[config.mk]
export PLATFORM = sky130hd
export DESIGN_NAME = hamming_nibble_assembler
export DESIGN_NICKNAME = d
export VERILOG_FILES = /design/src/rtl/hamming_nibble_assembler.sv
export SDC_FILE = /design/constraint.sdc
export NUM_CORES = 1
export LEC_CHECK = 0
export ABC_AREA = 1
export CORE_MARGIN = 1.5
export CORE_UTILIZATION = 47
export CTS_CLUSTER_DIAMETER = 100
export DETAILED_ROUTE_END_ITERATION = 12
export PLACE_DENSITY_LB_ADDON = 0.08
export SKIP_CTS_REPAIR_TIMING = 1
export SYNTH_ARGS = -nofsm -noshare
export SYNTH_HDL_FRONTEND = slang
export SYNTH_SLANG_ARGS = --single-unit
[constraint.sdc]
create_clock -name clk -period 1.5 [get_ports clk]
set_clock_uncertainty 0.15 [all_clocks]
set_input_delay 0.3 -clock clk [delete_from_list [all_inputs] [get_ports clk]]
set_output_delay 0.3 -clock clk [all_outputs]
set_load 0.01 [all_outputs]
[src/rtl/hamming_nibble_assembler.sv]
// Pairs decoded Hamming (8,4) nibbles into bytes with merged error flags, timeout and overrun detection.
// Optional saturating corrected/bad byte counters are enabled by defining HAM_ASM_STATS_EN.
module hamming_nibble_assembler #(
    parameter int HI_FIRST       = 1,
    parameter int TIMEOUT_CYCLES = 20000,
    parameter int DROP_BAD       = 0
) (
    input  logic        clk,
    input  logic        rst,
    input  logic        nib_valid,
    input  logic [3:0]  nib_data,
    input  logic        nib_single,
    input  logic        nib_double,
    output logic        out_valid,
    input  logic        out_ready,
    output logic [7:0]  out_data,
    output logic        out_corr,
    output logic        out_bad,
    output logic        timeout_err,
    output logic        overrun_err,
`ifdef HAM_ASM_STATS_EN
    output logic        bad_drop,
    output logic [15:0] corr_count,
    output logic [15:0] bad_count
`else
    output logic        bad_drop
`endif
);

    typedef enum logic [1:0] {
        S_IDLE = 2'd0,
        S_HALF = 2'd1,
        S_FULL = 2'd2
    } state_t;

    localparam logic [15:0] TIMER_LAST = 16'(TIMEOUT_CYCLES - 1);

    state_t      r_state;
    state_t      w_state_next;

    logic [15:0] r_timer;
    logic [3:0]  r_half_data;
    logic        r_half_single;
    logic        r_half_double;

    logic [7:0]  r_out_data;
    logic        r_out_corr;
    logic        r_out_bad;
    logic        r_timeout_err;
    logic        r_overrun_err;
    logic        r_bad_drop;

    logic        w_capture;
    logic        w_form;
    logic        w_drop;
    logic        w_keep;
    logic        w_timeout;
    logic        w_overrun;
    logic        w_accept;
    logic [7:0]  w_byte;
    logic        w_corr;
    logic        w_bad;

    always_comb begin
        w_byte    = (HI_FIRST != 0) ? {r_half_data, nib_data} : {nib_data, r_half_data};
        w_corr    = r_half_single | nib_single;
        w_bad     = r_half_double | nib_double;
        w_accept  = (r_state == S_FULL) && out_ready;
        w_form    = (r_state == S_HALF) && nib_valid;
        w_drop    = w_form && (DROP_BAD != 0) && w_bad;
        w_keep    = w_form && !w_drop;
        // A second nibble arriving on the last timer cycle completes the byte instead of timing out.
        w_timeout = (r_state == S_HALF) && !nib_valid && (r_timer == TIMER_LAST);
        w_overrun = (r_state == S_FULL) && nib_valid && !out_ready;
        w_capture = nib_valid && ((r_state == S_IDLE) || w_accept);
    end

    always_comb begin
        w_state_next = r_state;
        case (r_state)
            S_IDLE: begin
                if (nib_valid) w_state_next = S_HALF;
            end
            S_HALF: begin
                if (w_keep)                  w_state_next = S_FULL;
                else if (w_drop || w_timeout) w_state_next = S_IDLE;
            end
            S_FULL: begin
                if (out_ready) w_state_next = nib_valid ? S_HALF : S_IDLE;
            end
            default: w_state_next = S_IDLE;
        endcase
    end

    always_ff @(posedge clk) begin
        if (rst) r_state <= S_IDLE;
        else     r_state <= w_state_next;
    end

    always_ff @(posedge clk) begin
        if (rst) begin
            r_timer       <= '0;
            r_half_data   <= '0;
            r_half_single <= 1'b0;
            r_half_double <= 1'b0;
        end else begin
            if (w_capture) begin
                r_half_data   <= nib_data;
                r_half_single <= nib_single;
                r_half_double <= nib_double;
            end
            if (r_state == S_HALF && w_state_next == S_HALF) r_timer <= r_timer + 16'd1;
            else                                             r_timer <= '0;
        end
    end

    always_ff @(posedge clk) begin
        if (rst) begin
            r_out_data    <= '0;
            r_out_corr    <= 1'b0;
            r_out_bad     <= 1'b0;
            r_timeout_err <= 1'b0;
            r_overrun_err <= 1'b0;
            r_bad_drop    <= 1'b0;
        end else begin
            if (w_keep) begin
                r_out_data <= w_byte;
                r_out_corr <= w_corr;
                r_out_bad  <= w_bad;
            end
            r_timeout_err <= w_timeout;
            r_overrun_err <= w_overrun;
            r_bad_drop    <= w_drop;
        end
    end

`ifdef HAM_ASM_STATS_EN
    logic [15:0] r_corr_count;
    logic [15:0] r_bad_count;
    logic        w_count_corr;
    logic        w_count_bad;

    // A byte counts once: at handshake if kept, at formation if dropped.
    always_comb begin
        w_count_corr = (w_accept && r_out_corr) || (w_drop && w_corr);
        w_count_bad  = (w_accept && r_out_bad)  || (w_drop && w_bad);
    end

    always_ff @(posedge clk) begin
        if (rst) begin
            r_corr_count <= '0;
            r_bad_count  <= '0;
        end else begin
            if (w_count_corr && r_corr_count != '1) r_corr_count <= r_corr_count + 16'd1;
            if (w_count_bad  && r_bad_count  != '1) r_bad_count  <= r_bad_count + 16'd1;
        end
    end

    assign corr_count = r_corr_count;
    assign bad_count  = r_bad_count;
`endif

    assign out_valid   = (r_state == S_FULL);
    assign out_data    = r_out_data;
    assign out_corr    = r_out_corr;
    assign out_bad     = r_out_bad;
    assign timeout_err = r_timeout_err;
    assign overrun_err = r_overrun_err;
    assign bad_drop    = r_bad_drop;

endmodule

* Word level (Yosys, flattened, before mapping)
Cells that the tools add are included.
Storage, ports and cells: ROM bits 0, logic and storage cells 37, output and inout port bits 14, bits in latches 0, register bits 36, bits in writable memories 0, memories 0
Cells by class: add/sub/neg operators 1, divide/modulo/power cells 0, reduce and logical (&&, ||, !) cells 13, muxes and demuxes 6, shifts and indexed selects 0, magnitude comparators 0, multiply operators 0, bitwise operators 3, equal/unequal tests 4
Operators by type and width (number):
- adder 16 x 1 -> 16 bit, second input constant | 1
- == test 16 x 15 -> 1 bit, second input constant | 1
- logical AND 1 bit | 8
- 2-to-1 mux 2 bit | 4
- case mux 2 bit (3 select lines) | 1
- == test 2 x 1 -> 1 bit, second input constant | 2
- == test 2 bit, second input constant | 1
- logical NOT 1 bit | 2
- logical NOT 2 bit | 1
- OR 1 bit | 2
- OR reduction 2 bit | 1
- logical OR 1 bit | 1
- 2-to-1 mux 1 bit | 1
- NOT 1 bit | 1

* Logic depth before layout (Yosys ltp)
Gate-level depths: netlist of run 1.
word-level depth 10, mapped depth 8, depth with buffers taken out 8

* Worst setup path after synthesis of run 1
Ideal clock, no wire load.
path kind register to register, from reg r_timer[0], to reg r_timer[5], stages on the path, launching flop included 8, slack -0.014 ns, path buffers 1, library setup time 0.117 ns, data arrival time 1.247 ns, path through dfxtp_1 ha_1 nand3_1 nor2_2 nand3_2 nand3_4 buf_12 nor2_2
Between the ends: longest elaborated chain between the ends 9
RTL lines:
- start, declared | RTL line 41 | logic [15:0] r_timer;
- start signal, assigned | RTL line 112 | if (r_state == S_HALF && w_state_next == S_HALF) r_timer <= r_timer + 16'd1;
- == test 16 x 15 -> 1 bit | RTL line 73 | w_timeout = (r_state == S_HALF) && !nib_valid && (r_timer == TIMER_LAST);
- logical AND 1 bit | RTL line 73
- 2-to-1 mux 2 bit | RTL line 86 | else if (w_drop || w_timeout) w_state_next = S_IDLE;
- 2-to-1 mux 2 bit | RTL line 85 | if (w_keep) w_state_next = S_FULL;
- case mux 2 bit (3 select lines) | RTL line 80 | case (r_state)
- == test 2 x 1 -> 1 bit | RTL line 112
- logical AND 1 bit | RTL line 112
- NOT 1 bit (no source line)
- OR reduction 2 bit (no source line)
Parallel ways exist; a longest one is shown, timed or not. A chain may end at the register's enable or synchronous reset.

* Worst setup path in the final report of run 1
from reg r_timer[1], to reg r_timer[2]
Same word-level chain as after synthesis.

==> reports/results.md, run 1 <==
| Item | Reported | Unit |
|---|---|---|
| Least setup slack across all paths after layout | 81.9 | ps |
| Maximum ir drop on the vdd rail | 562 | uV |
| Global-route usage over all layers | 18.2 | % |
| Clock-pin slew reported for the worst setup and hold paths after clock tree synthesis | 120 | ps |
| Start point of the worst hold path | out_data[3]$_SDFFE_PP0P_ | - |
| Power spent charging and discharging nets | 0.452 | mW |
| Clock network latency to the later pin of the worst-skew pair | 360 | ps |
| Maximum operating frequency | 705 | MHz |
| Net Sw Frac | 26.3 | % |
| Cell types with the largest area share after synthesis | sky130_fd_sc_hd__dfxtp_1 (45%), sky130_fd_sc_hd__nor2_1 (10%), sky130_fd_sc_hd__nand2_1 (6.5%) | - |
| Path depth of the worst reg2reg path | 7 | - |
| CTS tree | done | - |
| Final hold violation count | 0 | - |
| Yosys warning total | 0 | - |
| Minimum clock period | 1420 | ps |
| Number of global-route vias before repair | 1191 | - |
| Synth-to-layout area growth | 31.0 | % |
| Launching element type of the critical path | flop | - |
| Htree depth | 2 | - |
| Final setup fails | 0 | - |
| Clock tree sinks | 36 | - |
| Kind of capture point of the worst setup path | flop | - |
| Share of cells above drive strength 1 | 19.5 | % |
| Sum of overflow across all layers after global routing | 0 | - |
| Largest net degree at the start of global routing | 17 | - |
| Post-synthesis cell type count | 25 | - |
| Count of pins over their slew limit | 0 | - |
| Post-Place Setup Slack | -262 | ps |
| Internal Dissipation | 1.27 | mW |
| Width of the chip | 61.4 | microns |
| Critical path destination | r_timer[2]$_SDFF_PP0_ | - |
| Kind of critical path | reg2reg | - |
| R2R Path Start | r_timer[1]$_SDFF_PP0_ | - |
| Diodes inserted | 0 | - |
| Average cell area after synthesis | 7.64 | sq um |
| Via density | 4.64 | - |
| Die Height | 61.4 | microns |
| Cell taking the most area after synthesis | sky130_fd_sc_hd__dfxtp_1 | - |
| Proportion of synthesized chip area in sequential cells | 44.9 | % |
| Total Wirelength | 3120 | microns |
| Post-placement cell count | 289 | - |
| Count of antenna-violating nets left after detailed routing | 0 | - |
| Avg WL per Cell | 10.5 | microns |
| Global-route wire length before repair | 4970 | microns |
| Fin nets | 261 | - |
| Cell depth of the worst hold path | 2 | - |
| Reg-to-reg slack, setup | 80 | ps |
| CP Max Fanout | 10 | - |
| Outcome | finished clean | - |
| Overall die area | 3770 | sq um |
| Overall via count from detail_route | 1379 | - |
| Initial Util | 48.5 | % |
| DRC violation count after routing | 0 | - |
| Placed wire-length estimate | 2310 | microns |
| Required time of the critical path | 1600 | ps |
| R2r endpoint | r_timer[2]$_SDFF_PP0_ | - |
| Arr. time, crit path | 1520 | ps |
| Fraction of the cycle the final worst path needs | 94.5 | % |
| Ports | 24 | - |
| Worst slack on hold paths | 296 | ps |
| Clock root buffer | sky130_fd_sc_hd__clkbuf_4 | - |
| Number of CTS-inserted buffers | 5 | - |
| Final weighted congestion in routability-driven placement | 0.827 | - |
| Final non-filler cell total | 297 | - |
| Post-synthesis sequential element count | 36 | - |
| Initial antenna violation count | 0 | - |
| Part of the power in combinational logic | 10.8 | % |
| Type of the most critical hold path | reg2reg | - |
| Detailed Route Iter0 Violations | 57 | - |
| Placement row count | 21 | - |
| Number of max-cap violations | 0 | - |
| Share of Yosys cell area claimed by the top area cell type | 44.9 | % |
| Leakage | 0.958 | nW |
| Number of fillers in the final layout | 315 | - |
| Port Buffer Count | 22 | - |
| Synth Cell Area | 1610 | sq um |
| Number of nets produced by synthesis | 221 | - |
| Worst setup path startpoint | r_timer[1]$_SDFF_PP0_ | - |
| Number of buffers on the longest clock path | 2 | - |
| Router iterations before antenna repair | 4 | - |
| Count of mapped cells out of synthesis | 210 | - |
| Power density over the cells | 816 | nW/um^2 |
| Share of total power in the clock network | 30.7 | % |
| Relative contribution of sequential cells to total power | 58.5 | % |
| Area of the placeable core | 3310 | sq um |
==> power by group through the flow <==
stage                     registers, mW  logic, mW  clock network [mW]
after global routing               1.01      0.208               0.594
after CTS                          1.01      0.190               0.551
final                              1.00      0.186               0.527
after detailed placement           1.03      0.189                   0
after global placement             1.03      0.186                   0
after floorplan                    1.04     0.0801                   0
==> per-layer routing <==
metal  track usage [%]  part of all wire (%)  routed length [microns]  up-vias
li1                  -                     -                        -      738
met1              22.5                    46                     1450      608
met2              28.7                    48                     1490       27
met3              6.30                   4.5                      141        6
met4              7.90                   1.3                       42        0
met5                 0                     0                        0        -
==> cell usage in the layout, fill, tap and decap left out, types with 4 or more instances in the layout <==
cell type / n
sky130_fd_sc_hd__inv_1: 25
sky130_fd_sc_hd__o21ai_0: 15
sky130_fd_sc_hd__dfxtp_1: 33
sky130_fd_sc_hd__clkdlybuf4s50_1: 9
sky130_fd_sc_hd__clkbuf_4: 5
sky130_fd_sc_hd__nor2_2: 10
sky130_fd_sc_hd__a21oi_1: 11
sky130_fd_sc_hd__nand3_1: 7
sky130_fd_sc_hd__nand2_1: 28
sky130_fd_sc_hd__buf_4: 14
sky130_fd_sc_hd__dlymetal6s2s_1: 12
sky130_fd_sc_hd__xor2_1: 6
sky130_fd_sc_hd__nand4_1: 4
sky130_fd_sc_hd__nor2_1: 43
==> through the flow <==
| step | setup TNS [ps] | power [mW] | utilization [%] | cell area (sq um) |
|---|---|---|---|---|
| 4_1_cts | -2880 | 1.75 | 61.9 | 2050 |
| 5_1_grt | -3.65 | 1.81 | 63.5 | 2100 |
| 3_5_place_dp | -5170 | 1.22 | 60.2 | 1990 |
| 6_report | 0 | 1.72 | 63.5 | 2100 |
| 2_1_floorplan | 0 | 1.12 | - | 1610 |
| 3_3_place_gp | -4870 | 1.21 | 60.2 | 1990 |
==> flip-flops by register name, indices dropped and copies added (netlist names), 2 cells and up <==
| register | count |
|---|---|
| out_data | 8 |
| r_timer | 16 |
| r_state | 2 |
| r_half_data | 4 |
==> critical path, stage by stage (launching register included) <==
cell                      delay [ps]
sky130_fd_sc_hd__dfxtp_2         370
sky130_fd_sc_hd__ha_4            150
sky130_fd_sc_hd__nand3_4         110
sky130_fd_sc_hd__nor2_4          120
sky130_fd_sc_hd__nand3_2         110
sky130_fd_sc_hd__nand3_4         110
sky130_fd_sc_hd__buf_12          150
sky130_fd_sc_hd__nor2_2           40
==> final cells by class <==
type | instances | area, sq um | area share [%]
Multi-Input combinational cell | 143 | 777 | 36.9
Sequential cell | 36 | 724 | 34.4
Timing Repair Buffer | 38 | 390 | 18.6
Inverter | 26 | 97.6 | 4.64
Tap cell | 46 | 57.6 | 2.74
Clock buffer | 5 | 37.5 | 1.78
Clock inverter | 3 | 18.8 | 0.892
==> Yosys cell counts, drive strengths merged <==
| cell type | count |
|---|---|
| a21oi | 11 |
| nor4 | 1 |
| buf | 3 |
| nor3 | 4 |
| ha | 1 |
| xor2 | 6 |
| nor2 | 56 |
| xnor2 | 3 |
| nand2 | 28 |
| conb | 1 |
| dfxtp | 36 |
| o21bai | 1 |
| nand4 | 4 |
| nand3 | 11 |
| inv | 26 |
| clkbuf | 2 |
| o21ai | 16 |
==> cells by family (layout without fill, tap and decap cells) <==
logic type / after synthesis / in the layout / synth area share, %
buffers and inverters: 31 / 72 / 8.57
adder cells (fa/ha/maj): 1 / 1 / 0.779
AO/OA/AOI/OAI: 28 / 28 / 8.89
XOR/XNOR: 9 / 9 / 4.91
flip-flops: 36 / 36 / 44.9
AND/OR/NAND/NOR: 104 / 104 / 31.7
other: 1 / 1 / 0.234
==> worst min path at each step <==
stage / to / slack [ps]
floorplan: r_state[0]$_SDFF_PP0_ / 220
global placement: out_data[3]$_SDFFE_PP0P_ / 280
detailed placement: out_data[3]$_SDFFE_PP0P_ / 280
CTS: out_data[3]$_SDFFE_PP0P_ / 300
global route: out_data[0]$_SDFFE_PP0P_ / 310
finish: out_data[3]$_SDFFE_PP0P_ / 300
(Power assumes the default switching activity.)
==> inputs of run 2 (changes only) <==
--- a/config.mk
+++ b/config.mk
@@ -9,9 +9,11 @@
 export CORE_MARGIN = 1.5
 export CORE_UTILIZATION = 47
 export CTS_CLUSTER_DIAMETER = 100
+export CTS_CLUSTER_SIZE = 24
 export DETAILED_ROUTE_END_ITERATION = 12
 export PLACE_DENSITY_LB_ADDON = 0.08
 export SKIP_CTS_REPAIR_TIMING = 1
+export SLEW_MARGIN = 15
 export SYNTH_ARGS = -nofsm -noshare
 export SYNTH_HDL_FRONTEND = slang
 export SYNTH_SLANG_ARGS = --single-unit
==> results of run 2 <==
Final layout, timing and power as in run 1 (identical DEF).
==> inputs of run 3 (changes only) <==
--- a/config.mk
+++ b/config.mk
@@ -6,6 +6,7 @@
 export NUM_CORES = 1
 export LEC_CHECK = 0
 export ABC_AREA = 1
+export CAP_MARGIN = 0
 export CORE_MARGIN = 1.5
 export CORE_UTILIZATION = 47
 export CTS_CLUSTER_DIAMETER = 100
==> results of run 3 <==
Final layout, timing and power as in run 1 (identical DEF).
==> RTL change 1, RTL diff (config.mk and constraints of run 2) <==
The option `HAM_ASM_STATS_EN` is turned on by a define.
--- a/src/rtl/hamming_nibble_assembler.sv
+++ b/src/rtl/hamming_nibble_assembler.sv
@@ -1,5 +1,7 @@
 // Pairs decoded Hamming (8,4) nibbles into bytes with merged error flags, timeout and overrun detection.
 // Optional saturating corrected/bad byte counters are enabled by defining HAM_ASM_STATS_EN.
+`define HAM_ASM_STATS_EN
+
 module hamming_nibble_assembler #(
     parameter int HI_FIRST       = 1,
     parameter int TIMEOUT_CYCLES = 20000,
Function (old outputs only; new: bad_count and corr_count): kept (equiv_simple and equiv_induct, registers matched by name and starting in step).
==> RTL change 1 against run 2 <==
  * The flow now finishes with violations (negative setup slack)
  * Worst setup slack lost 0.29 ns
  * Combinational power rose by 25%
  * Sequential cell count increased by 32
  * Routed wire length increased to 3.2 times the old value
  * Design area rose to 2.6 times the old value
  * Area after synthesis increased by 120%
  * Non-clock buffer count increased by 104
  * Sequential power increased by 85%
  * Total power is 110% higher
  * Largest cell class unchanged
==> RTL change 1: results (changes against run 2) <==
DRT Pass-1 Iters -> 5 (was 4)
vias per std cell -> 5.088 (was 4.643)
met2 wire length -> 4.934 mm (was 1.492 mm)
Net Count, Synth -> 515 (was 221)
Global Route met1 Usage -> 0.2627 (was 0.2253)
GRT Overall Usage -> 0.2217 (was 0.1817)
share of layout cells above drive strength 1 -> 0.3565 (was 0.1952)
Detailed Place HPWL -> 6.197 mm (was 2.306 mm)
WP data arrival -> 1.82 ns (was 1.52 ns)
metal1 wirelength -> 4.123 mm (was 1.445 mm)
synth unique cells -> 32 (was 25)
CTS H-tree lvls -> 3 (was 2)
DR WL/cell -> 13.22 microns (was 10.51 microns)
violated checks -> negative setup slack
vias in the first global route -> 3153 (was 1191)
synth cell count leaders -> 129 x nand2_1, 76 x nor2_1, 68 x dfxtp_1, 51 x inv_1, 37 x a21oi_1 (was 43 x nor2_1, 36 x dfxtp_1, 28 x nand2_1, 25 x inv_1, 16 x o21ai_0)
Starting DRT DRC Count -> 163 (was 57)
I/O Buffers -> 54 (was 22)
Placed Cells -> 716 (was 289)
Reg clk slew, reported paths -> 0.07 ns (was 0.12 ns)
DRT Wirelength -> 9.873 mm (was 3.121 mm)
Post-DP Area -> 0.004713 sq mm (was 0.001993 sq mm)
clk root buf -> clkbuf_8 (was clkbuf_4)
count of final setup violators -> 32 (was 0)
status -> finished, violations left (was finished, final reports clean)
leading post-synthesis cells by cell area -> dfxtp_1 39%, nand2_1 14%, nor2_1 8.2% (was dfxtp_1 45%, nor2_1 10%, nand2_1 6.5%)
Syn Area/Cell -> 6.904 sq um (was 7.644 sq um)
PnR worst setup slack -> -0.2079 ns (was 0.08194 ns)
first-pass GRT wire length -> 13.59 mm (was 4.974 mm)
sequential area share after synthesis -> 0.3928 (was 0.4489)
-- RTL change 1: changes by cell type after synthesis, sizes merged, moves of 6 or more --
cell and delta:
nand2 +107, dfxtp +32, nor2 +31, a21oi +28, inv +25, nand3 +14
nand4 +11, o21ai +9, nor3 +7, xnor2 +6, xor2 +6
-- RTL change 1: cell type report --
| type | count | area, sq um |
|---|---|---|
| multi-input combinational | 372 | 2227 |
| timing repair buffer | 142 | 1408 |
| tap | 99 | 123.9 |
| inverter | 51 | 198.9 |
| sequential | 68 | 1411 |
| fill | 499 | 1618 |
| clock inverter | 5 | 51.30 |
| clock buffer | 10 | 137.6 |
-- RTL change 1: kinds of logic after synthesis --
logic type / after synthesis / synth area share
fa+ha+maj: 3 / 0.01083
simple gates: 277 / 0.3574
flops: 68 / 0.3928
buf+inv: 65 / 0.08050
other cells: 1 / 0.001082
xor+xnor: 21 / 0.05307
compound gates: 67 / 0.1043
-- RTL change 1: worst max-delay path, stage by stage (launching register included) --
cell and delay (ns):
dfxtp_4 0.34, buf_6 0.11, ha_4 0.16, nand3_4 0.09, inv_4 0.05, nand2_4 0.10, nor2_4 0.05, nor2_4 0.18
buf_6 0.17, nand2_1 0.07, a21oi_1 0.16
-- RTL change 1: path summary, 6_finish.rpt --
| kind | from | end | slack, ns | depth (start not counted) |
|---|---|---|---|---|
| worst max register to register | bad_count[0] | bad_count[4] | -0.21 | 10 |
| worst min-delay path | out_data[6] | out_data[6] | 0.29 | 2 |
| worst min register to register | out_data[6] | out_data[6] | 0.29 | 2 |
| worst max-delay path | bad_count[0] | bad_count[4] | -0.21 | 10 |
-- RTL change 1: report_power, final --
part	internal (W)	switching, W	total [W]
sequential	0.00183	0.0000208	0.00185
combinational	0.000112	0.000120	0.000232
clock	0.000796	0.000699	0.00150
total	0.00274	0.000840	0.00358
==> RTL change 2, RTL diff (flow settings as in run 2) <==
Without the edit above. Re-encode `state_t` (3 states) as one-hot, 3 bits wide.
--- a/src/rtl/hamming_nibble_assembler.sv
+++ b/src/rtl/hamming_nibble_assembler.sv
@@ -27,10 +27,10 @@
 `endif
 );
 
-    typedef enum logic [1:0] {
-        S_IDLE = 2'd0,
-        S_HALF = 2'd1,
-        S_FULL = 2'd2
+    typedef enum logic [2:0] {
+        S_IDLE = 3'b001,
+        S_HALF = 3'b010,
+        S_FULL = 3'b100
     } state_t;
 
     localparam logic [15:0] TIMER_LAST = 16'(TIMEOUT_CYCLES - 1);
Behaviour: same outputs for any inputs over 10 cycles, from zero or initial values and one cycle with rst high; not proved beyond that.
==> RTL change 2 against run 2 <==
  * Area after synthesis is 2.8% higher
  * Total power grew 13%
  * Non-clock buffer count unchanged
  * Worst setup slack worse by 0.011 ns
  * Count of clock-buffer cells in the layout increased by 2
  * Utilization increased by 1.1 points
  * Sequential cell count rose by 1
  * Design area rose by 3.4%
  * Cell count rose by 4.0%
  * Routed wire length is 8.3% higher
  * Global-route usage increased by 0.99 points
==> RTL change 2: results (changes against run 2) <==
vias post-DR -> 1481 (was 1379)
Hold EP -> out_bad (was out_data[3])
GRT Overall Usage -> 0.1915 (was 0.1817)
hold_ws -> 0.3145 ns (was 0.2957 ns)
Filler cells -> 331 (was 315)
P_leak -> 1.029 nW (was 0.9576 nW)
Worst-Skew Late Latency -> 0.33 ns (was 0.36 ns)
clk root buf -> clkbuf_4 (unchanged)
r2r setup slk -> 0.11 ns (was 0.08 ns)
Placed Cells -> 300 (was 289)
Detailed Place HPWL -> 2.327 mm (was 2.306 mm)
Reg-to-Reg Start -> r_timer[0] (was r_timer[1])
nets@finish -> 273 (was 261)
first-pass GRT wire length -> 5.892 mm (was 4.974 mm)
Starting DRT DRC Count -> 48 (was 57)
hold path start -> out_bad (was out_data[3])
sequential area share after synthesis -> 0.4488 (was 0.4489)
TritonCTS Buffers -> 5 (unchanged)
synth unique cells -> 27 (was 25)
Worst setup startpoint -> r_state[0] (was r_timer[1])
vias in the first global route -> 1414 (was 1191)
Hold Path Class -> register to register (unchanged)
DR WL/cell -> 10.94 microns (was 10.51 microns)
leading post-synthesis cells by cell area -> dfxtp_1 45%, nand2_1 9.1%, nor2_1 8.9% (was dfxtp_1 45%, nor2_1 10%, nand2_1 6.5%)
Syn Area/Cell -> 7.434 sq um (was 7.644 sq um)
worst-path fanout max -> 2 (was 10)
WP data arrival -> 0.98 ns (was 1.52 ns)
worst reg2reg path depth -> 6 (was 7)
Net Count, Synth -> 233 (was 221)
CTS max path bufs -> 2 (unchanged)
VDD IR max -> 0.6041 mV (was 0.5622 mV)
DRT Wirelength -> 3.380 mm (was 3.121 mm)
reg2reg end -> r_timer[4] (was r_timer[2])
status -> finished, final reports clean (unchanged)
share of layout cells above drive strength 1 -> 0.2053 (was 0.1952)
synth cell count leaders -> 40 x nand2_1, 39 x nor2_1, 37 x dfxtp_1, 22 x inv_1, 20 x a21oi_1 (was 43 x nor2_1, 36 x dfxtp_1, 28 x nand2_1, 25 x inv_1, 16 x o21ai_0)
RTL change 2: cell type report:
type | count | share of cell area
inverter | 26 | 0.04488
clock inverter | 1 | 0.01381
timing repair buffer | 38 | 0.1766
multi-input combinational | 154 | 0.3705
sequential | 37 | 0.3423
tap | 46 | 0.02647
clock buffer | 7 | 0.02532
RTL change 2: per-layer routing:
metal  up-vias  GRT usage  wire [microns]
met2        27     0.3302            1602
li1        784          -               -
met3         9    0.05435             119
met4         0    0.07500              85
met1       661     0.2251            1573
met5         -          0               0
RTL change 2: how the worst max path moves through the flow:
| stage | to | slack [ns] | cells after the start |
|---|---|---|---|
| floorplan | r_timer[11] | 0.11 | 7 |
| global placement | r_timer[14] | -0.16 | 5 |
| detailed placement | r_timer[12] | -0.22 | 5 |
| CTS | out_valid | -0.39 | 4 |
| global route | r_timer[8] | 0.006 | 6 |
| finish | out_valid | 0.07 | 4 |
RTL change 2: cells by family (layout without fill, tap and decap cells):
group                    after synthesis  after routing  synth area share
adder cells (fa/ha/maj)                1              1          0.007580
AND/OR/NAND/NOR                      109            110            0.3017
AO/OA/AOI/OAI                         37             37            0.1259
buffers and inverters                 32             72           0.08718
flip-flops                            37             37            0.4488
XOR/XNOR                               5              5           0.02654
other                                  1              1          0.002272
RTL change 2: metrics by stage:
step / cell area (sq um) / setup slack [ns]
floorplan: 1650 / 0.1098
global placement: 2014 / -0.1597
detailed placement: 2014 / -0.2183
CTS: 2100 / -0.3935
global route: 2175 / 0.006208
finish: 2175 / 0.07138
RTL change 2: worst max-delay path, cell delays in order (launching register included):
cell	delay, ns
dfxtp_2	0.34
inv_2	0.07
nand3_2	0.07
inv_2	0.07
buf_6	0.09
RTL change 2: power by group:
| group | switching [W] | leakage, nW | internal, W |
|---|---|---|---|
| Combinational | 0.0000984 | 0.683 | 0.0000987 |
| Sequential | 0.0000177 | 0.301 | 0.00101 |
| Clock | 0.000313 | 0.0455 | 0.000398 |
